## src/rtl/lif_array.sv

```systemverilog
`default_nettype none
// ============================================================================
// Module      : lif_array
// Description : Array of N_CH independent leaky integrate-and-fire neurons
//               sharing one threshold, with registered state/spike outputs
//               and a saturating 16-bit total spike counter.
//               Optional feature macro: LIF_REFRACTORY_EN adds per-channel
//               refractory counters of REFRAC_CYC enabled cycles.
// Revision    : 1.0 - initial release
// ============================================================================
module lif_array #(
    parameter int N_CH       = 4,
    parameter int W          = 8,
    parameter int LEAK_SHIFT = 1,
    parameter int RESET_MODE = 0,
    parameter int REFRAC_CYC = 2
) (
    input  logic                clk,
    input  logic                reset_n,
    input  logic                en,
    input  logic [N_CH*W-1:0]   current,
    input  logic [W-1:0]        threshold,
    input  logic                clr_cnt,
    output logic [N_CH*W-1:0]   state,
    output logic [N_CH-1:0]     spike,
    output logic                spike_any,
    output logic [15:0]         spike_count
);

    // Elaboration-time parameter range checks
    if (N_CH < 1 || N_CH > 16) begin : g_chk_n_ch
        $error("lif_array: N_CH out of range");
    end
    if (W < 4 || W > 16) begin : g_chk_w
        $error("lif_array: W out of range");
    end
    if (LEAK_SHIFT < 1 || LEAK_SHIFT > W - 1) begin : g_chk_leak
        $error("lif_array: LEAK_SHIFT out of range");
    end
    if (RESET_MODE < 0 || RESET_MODE > 1) begin : g_chk_mode
        $error("lif_array: RESET_MODE out of range");
    end
    if (REFRAC_CYC < 0 || REFRAC_CYC > 15) begin : g_chk_refrac
        $error("lif_array: REFRAC_CYC out of range");
    end

    localparam logic [15:0] c_cnt_max = 16'hFFFF;

    logic [N_CH*W-1:0] r_state;
    logic [N_CH-1:0]   r_spike;
    logic              r_spike_any;
    logic [15:0]       r_spike_count;

    logic [N_CH*W-1:0] w_state_nxt;
    logic [N_CH-1:0]   w_spike_nxt;
    logic [4:0]        w_pop;
    logic [16:0]       w_cnt_sum;
    logic [15:0]       w_cnt_nxt;

    genvar i;
    generate
        for (i = 0; i < N_CH; i++) begin : g_ch
            logic [W-1:0] w_cur;
            logic [W-1:0] w_st;
            logic [W:0]   w_v;
            logic [W-1:0] w_vsat;
            logic         w_fire;
            logic [W-1:0] w_fire_val;
            logic         w_refrac;

            assign w_cur  = current[i*W +: W];
            assign w_st   = r_state[i*W +: W];
            // state - leak never underflows, and the sum fits in W+1 bits
            assign w_v    = {1'b0, w_st} - {1'b0, (w_st >> LEAK_SHIFT)} + {1'b0, w_cur};
            assign w_vsat = w_v[W] ? {W{1'b1}} : w_v[W-1:0];
            assign w_fire = (threshold != '0) && (w_vsat >= threshold);

            if (RESET_MODE == 1) begin : g_sub_thr
                assign w_fire_val = w_vsat - threshold;
            end else begin : g_to_zero
                assign w_fire_val = '0;
            end

`ifdef LIF_REFRACTORY_EN
            localparam logic [3:0] c_refrac = 4'(REFRAC_CYC);
            logic [3:0] r_refrac;

            assign w_refrac = (r_refrac != 4'd0);

            // Refractory counter: load on firing, count down while enabled
            always_ff @(posedge clk) begin
                if (!reset_n) begin
                    r_refrac <= 4'd0;
                end else if (en) begin
                    if (w_refrac) begin
                        r_refrac <= r_refrac - 4'd1;
                    end else if (w_fire) begin
                        r_refrac <= c_refrac;
                    end
                end
            end
`else
            assign w_refrac = 1'b0;
`endif

            // Next membrane state: hold when disabled, zero while refractory
            assign w_state_nxt[i*W +: W] = !en      ? w_st       :
                                           w_refrac ? '0         :
                                           w_fire   ? w_fire_val : w_vsat;
            assign w_spike_nxt[i] = en && !w_refrac && w_fire;
        end
    endgenerate

    // Population count of the spike vector about to be registered
    always_comb begin
        w_pop = 5'd0;
        for (int k = 0; k < N_CH; k++) begin
            w_pop = w_pop + 5'(w_spike_nxt[k]);
        end
    end

    assign w_cnt_sum = {1'b0, r_spike_count} + 17'(w_pop);
    assign w_cnt_nxt = clr_cnt      ? 16'(w_pop) :
                       w_cnt_sum[16] ? c_cnt_max  : w_cnt_sum[15:0];

    // Output registers: state, spikes, spike OR and saturating counter
    always_ff @(posedge clk) begin
        if (!reset_n) begin
            r_state       <= '0;
            r_spike       <= '0;
            r_spike_any   <= 1'b0;
            r_spike_count <= 16'd0;
        end else begin
            r_state       <= w_state_nxt;
            r_spike       <= w_spike_nxt;
            r_spike_any   <= |w_spike_nxt;
            r_spike_count <= w_cnt_nxt;
        end
    end

    assign state       = r_state;
    assign spike       = r_spike;
    assign spike_any   = r_spike_any;
    assign spike_count = r_spike_count;

endmodule
`default_nettype wire

```

## config.mk

```make
export PLATFORM = sky130hd
export DESIGN_NAME = lif_array
export DESIGN_NICKNAME = d
export VERILOG_FILES = /design/src/rtl/lif_array.sv
export SDC_FILE = /design/constraint.sdc
export NUM_CORES = 1
export LEC_CHECK = 0
export BUFFER_PORTS_ARGS = -buffer_cell sky130_fd_sc_hd__buf_4
export CORE_ASPECT_RATIO = 0.9
export CORE_MARGIN = 5
export CORE_UTILIZATION = 40
export DETAILED_ROUTE_END_ITERATION = 6
export SYNTH_ARGS = -nofsm -noshare
export SYNTH_HDL_FRONTEND = slang
export SYNTH_SLANG_ARGS = --single-unit
```

## constraint.sdc

```tcl
create_clock -name clk -period 14.79 [get_ports clk]
set_input_delay 1.479 -clock clk [delete_from_list [all_inputs] [get_ports clk]]
set_output_delay 1.479 -clock clk [all_outputs]
set_load 0.01 [all_outputs]
```

======== Word level (Yosys, flattened, before mapping) ========
Cells that the tools add are included.
cells by class
  add/subtract/negate cells ............... 12
  order comparisons ....................... 4
  muxes and demuxes ....................... 10
  bitwise gates (word level) .............. 1
  reductions and logical operators ........ 11
operator list
  cell               count
  $mux 8             8
  $add 9x8->9        4
  $sub 8x7->9        4
  $ge 8x8->1         4
  $add 16x5->17      1
  $mux 16            1
  $add 5x1->5        2
  $logic_and 1x1->1  8
  $reduce_bool 8->1  1
  $mux 5             1
  $reduce_or 4->1    1
  $add 1x1->2        1
  $reduce_or 2->1    1
  $not 1->1          1
word-level totals
  flip-flop bits (word level) ............. 53
  bits of input ports ..................... 44
  output and inout port bits .............. 53
  logic and storage cells ................. 43

======== Depth between registers and ports, before layout ========
  word-level depth ........................ 12
  mapped depth ............................ 31
  depth with buffers taken out ............ 31

======== Least setup slack after synthesis ========
Ideal clock, no wire load.
  path type ............................... input to register
  start ................................... input port current[1]
  end ..................................... register r_spike_count[12], in the netlist spike_count[12]
  library setup time ...................... 128 ps
  data arrival time ....................... 6738 ps
  setup slack ............................. 7924 ps
  cell stages on the path ................. 28
  buffers on the path ..................... 0
  path through ............................ inv_1 fa_1 fa_1 nor2b_4 o2111ai_1 a31oi_2 xnor2_4 nand2b_1 inv_1 ha_1 nand2b_1 a21o_1 a21oi_1 o211ai_1 a31o_2 nand3_1 fa_1 inv_1 ha_1 ha_1 inv_1 fa_1 nor2b_1 o21ba_2 nand4_1 nor2_1 mux2i_1 nor2_1
on the way
  word-level cells in the longest chain between the ends .. 10
ends and longest elaborated chain
  what                       line  text
  start, declared            21    input logic [N_CH*W-1:0] current,
  $add 9x8->9                74    assign w_v = {1'b0, w_st} - {1'b0, (w_st >> LEAK_SHIFT)} + {1'b0, w_cur};
  $mux 8                     75    assign w_vsat = w_v[W] ? {W{1'b1}} : w_v[W-1:0];
  $ge 8x8->1                 76    assign w_fire = (threshold != '0) && (w_vsat >= threshold);
  $logic_and 1x1->1          76
  $logic_and 1x1->1          110   assign w_spike_nxt[i] = en && !w_refrac && w_fire;
  $add 1x1->2                118   w_pop = w_pop + 5'(w_spike_nxt[k]);
  $add 5x1->5 (2 in series)  118
  $add 16x5->17              122   assign w_cnt_sum = {1'b0, r_spike_count} + 17'(w_pop);
  $mux 16                    124   w_cnt_sum[16] ? c_cnt_max : w_cnt_sum[15:0];
  end signal, assigned       137   r_spike_count <= w_cnt_nxt;
  end, declared              52    logic [15:0] r_spike_count;
No other way between the ends.
A chain may end at the register's enable or synchronous reset.

======== Worst setup path after layout ========
  start ................................... input port current[1]
  end ..................................... register r_spike_count[13], in the netlist spike_count[13]
The elaborated chain is that of the path after synthesis.

==> flow_metrics.py <==
metrics = {
    "outcome": {
        "status": "completed",
    },
    "timing": {
        "whs_ps": 495,
        "setup_violations": 0,
        "slew_headroom": 0.470,
        "max_freq_mhz": 136,
        "hold_viol_final": 0,
        "period_minus_slack_ps": 7370,
        "rsz0062_at_grt": "false",
        "layout_setup_ws_ps": 7420,
        "fin_worst_skew_ps": 5.04,
        "tightestPinTransition_ps": 791,
        "setup_tns_ps": 0,
        "post-route-period-util": 0.498,
        "slew_violations": 0,
    },
    "floorplanning": {
        "die_x_um": 133,
        "floorplan.die_area_mm2": 0.0161,
        "coreArea_mm2": 0.0134,
        "rows": 40,
        "die_y_um": 121,
        "initial_utilization": 0.409,
        "ioPinCount": 97,
    },
    "logic_synthesis": {
        "synth_top_cell_by_area": "dfxtp_1",
        "netlist_instances": 603,
        "yosysMostFrequentCell": "inv_1",
        "ys_types": 61,
        "ys_seq_area_frac": 0.194,
        "synth.avg_cell_area_um2": 9.07,
        "yosys_warnings": 0,
        "synth.ff_latch_count": 53,
        "netlist_top_cells_count": "137 x inv_1, 78 x ha_1, 53 x dfxtp_1",
        "synthArstFlopShare": 0,
        "synth_edf_count": 0,
        "synth_area_leaders": "dfxtp_1 19%, ha_1 18%, fa_1 11%, inv_1 9.4%, a22o_1 4.6%",
        "synth_top_area_share": 0.194,
        "syn_nets": 755,
        "syn-cell-area_mm2": 0.00547,
        "ys.flop_type": "dfxtp_1",
    },
    "clocking": {
        "postCtsHoldBufs": 0,
        "cts_setup_buffers": 0,
        "cts_sinks": 53,
        "root_buffer": "clkbuf_16",
        "cts_buffers": 5,
        "cts-resized-gates": 0,
        "cts.htree.levels": 2,
        "cts.clk_slew.worst_paths_ps": 70,
        "cts_tree": "yes",
        "clock_path_buffers": 2,
        "clock_latency_ps": 290,
    },
    "placement": {
        "gp_congestion": 0.834,
        "dpl_cell_area_mm2": 0.00638,
        "port_buffers": 96,
        "dp_hpwl_um": 10400,
        "placed_cells": 860,
        "dp_slack_ps": 7130,
    },
    "cells_and_area": {
        "fin_nets": 851,
        "insertedDiodeCount": 0,
        "instances_no_fill": 868,
        "layout-drive-gt1-share": 0.214,
        "fill_cells": 1287,
        "area_delta_synth_final_pct": 20.1,
        "post-route-cell-area_mm2": 0.00657,
        "regArea_mm2": 0.00106,
        "multi_input_area_mm2": 0.00387,
    },
    "setup_path": {
        "cp.required_ps": 15000,
        "cp_max_fo": 13,
        "setup.worst_path.end_class": "register",
        "critPathArrivalTime_ps": 7580,
        "crit_type": "in -> reg",
        "rr_worst_depth": 27,
        "cp-start-kind": "primary input",
    },
    "detailed_routing": {
        "post_drt_wl_per_cell_um": 14.0,
        "drtIter0Drc": 157,
        "num_vias": 4293,
        "avgViaCountPerCell": 4.95,
        "drt_wl_total_um": 12100,
        "antenna_left": 0,
        "drc": 0,
        "firstDrtPassIters": 5,
    },
    "run": {
        "cap_violations": 0,
    },
    "global_route": {
        "antenna_found_initial": 0,
        "grt_pass1_vias": 4434,
        "overflow": 0,
        "grt_pass1_wl_um": 20700,
        "met3_usage": 0.0211,
        "grt-busiest-layer": "met2",
        "grt_max_degree": 18,
        "met1_usage": 0.197,
        "grt_use_total": 0.153,
        "grtUsageMet2": 0.273,
    },
    "pwr": {
        "powerDensity_mw_per_mm2": 226,
        "power.leakage_nw": 3.23,
        "ir_drop_mv": 0.0776,
    },
    "hold_path": {
        "min_path_cells": 2,
        "hp-class": "reg -> reg",
    },
}
power by group:
part / leakage, nW / internal, mW / total, mW / switching (mW)
clock: 0.0938 / 0.0967 / 0.150 / 0.0532
combinational: 2.70 / 0.530 / 1.12 / 0.594
sequential: 0.433 / 0.177 / 0.209 / 0.0325
total: 3.23 / 0.803 / 1.48 / 0.679
through the flow:
| step | utilization | power (mW) |
|---|---|---|
| final | 0.492 | 1.48 |
| after global routing | 0.492 | 1.65 |
| after CTS | 0.492 | 1.50 |
| after detailed placement | 0.478 | 1.35 |
| after global placement | 0.478 | 1.31 |
| after floorplan | - | 1.09 |
final cells by class:
| type | instances | area share |
|---|---|---|
| multi-input combinational | 405 | 0.589 |
| sequential | 53 | 0.161 |
| timing repair buffer | 97 | 0.111 |
| inverter | 137 | 0.0783 |
| tap | 168 | 0.0320 |
| clock buffer | 5 | 0.0190 |
| clock inverter | 3 | 0.00990 |
layer usage:
layer,part of all wire,vias to the layer above
met4,0.013,0
met1,0.46,2013
li1,-,2209
met3,0.027,13
met2,0.50,58
met5,0,-
worst max-delay path, cell delays in order:
cell and delay [ps]:
buf_4 80, inv_1 40, fa_1 520, fa_1 490
nor2b_4 160, o2111ai_1 150, a31oi_2 280, xnor2_4 140
nand2b_1 120, inv_1 50, ha_1 260, nand2b_1 90
a21o_1 100, a21oi_1 60, o211ai_1 320, a31o_2 220
nand3_1 130, fa_1 560, inv_1 50, ha_1 170
ha_1 310, inv_1 60, fa_1 430, nor2b_1 180
o21ba_2 210, nand3_1 380, and3_1 360, nor3_1 150
final timing paths:
kind | start | to | slack, ps
setup / recovery | current[1] | spike_count[13] | 7420
hold reg to reg | state[16] | state[16] | 490
hold / removal | state[16] | state[16] | 490
setup reg to reg | state[1] | spike_count[13] | 8280
cell usage in the layout, fill, tap and decap left out, types with 6 or more instances in the layout:
master / instances
nand2b_1: 18
xor2_1: 12
nor2_1: 13
buf_4: 97
xnor2_1: 20
inv_1: 137
a21o_1: 8
ha_1: 78
nand3_1: 10
fa_1: 30
nor3_1: 6
nor2b_1: 8
a22o_1: 29
a21oi_1: 29
and3_1: 11
dfxtp_1: 53
nand2_1: 32
o21ai_0: 13
cell families (layout without fill, tap and decap cells):
logic type      count (synthesis)  in the layout  share of synthesized area
compound gates                125            125                      0.192
simple gates                  134            134                      0.151
mux                             2              2                    0.00366
buf+inv                       145            242                     0.0997
xor+xnor                       36             36                     0.0713
flops                          53             53                      0.194
fa+ha+maj                     108            108                      0.288
state kept, by name, summed over array words and instances, names as in the netlist:
| signal | cells |
|---|---|
| spike | 4 |
| spike_any | 1 |
| spike_count | 16 |
| state | 32 |
Power figures use the tool's default switching activity.
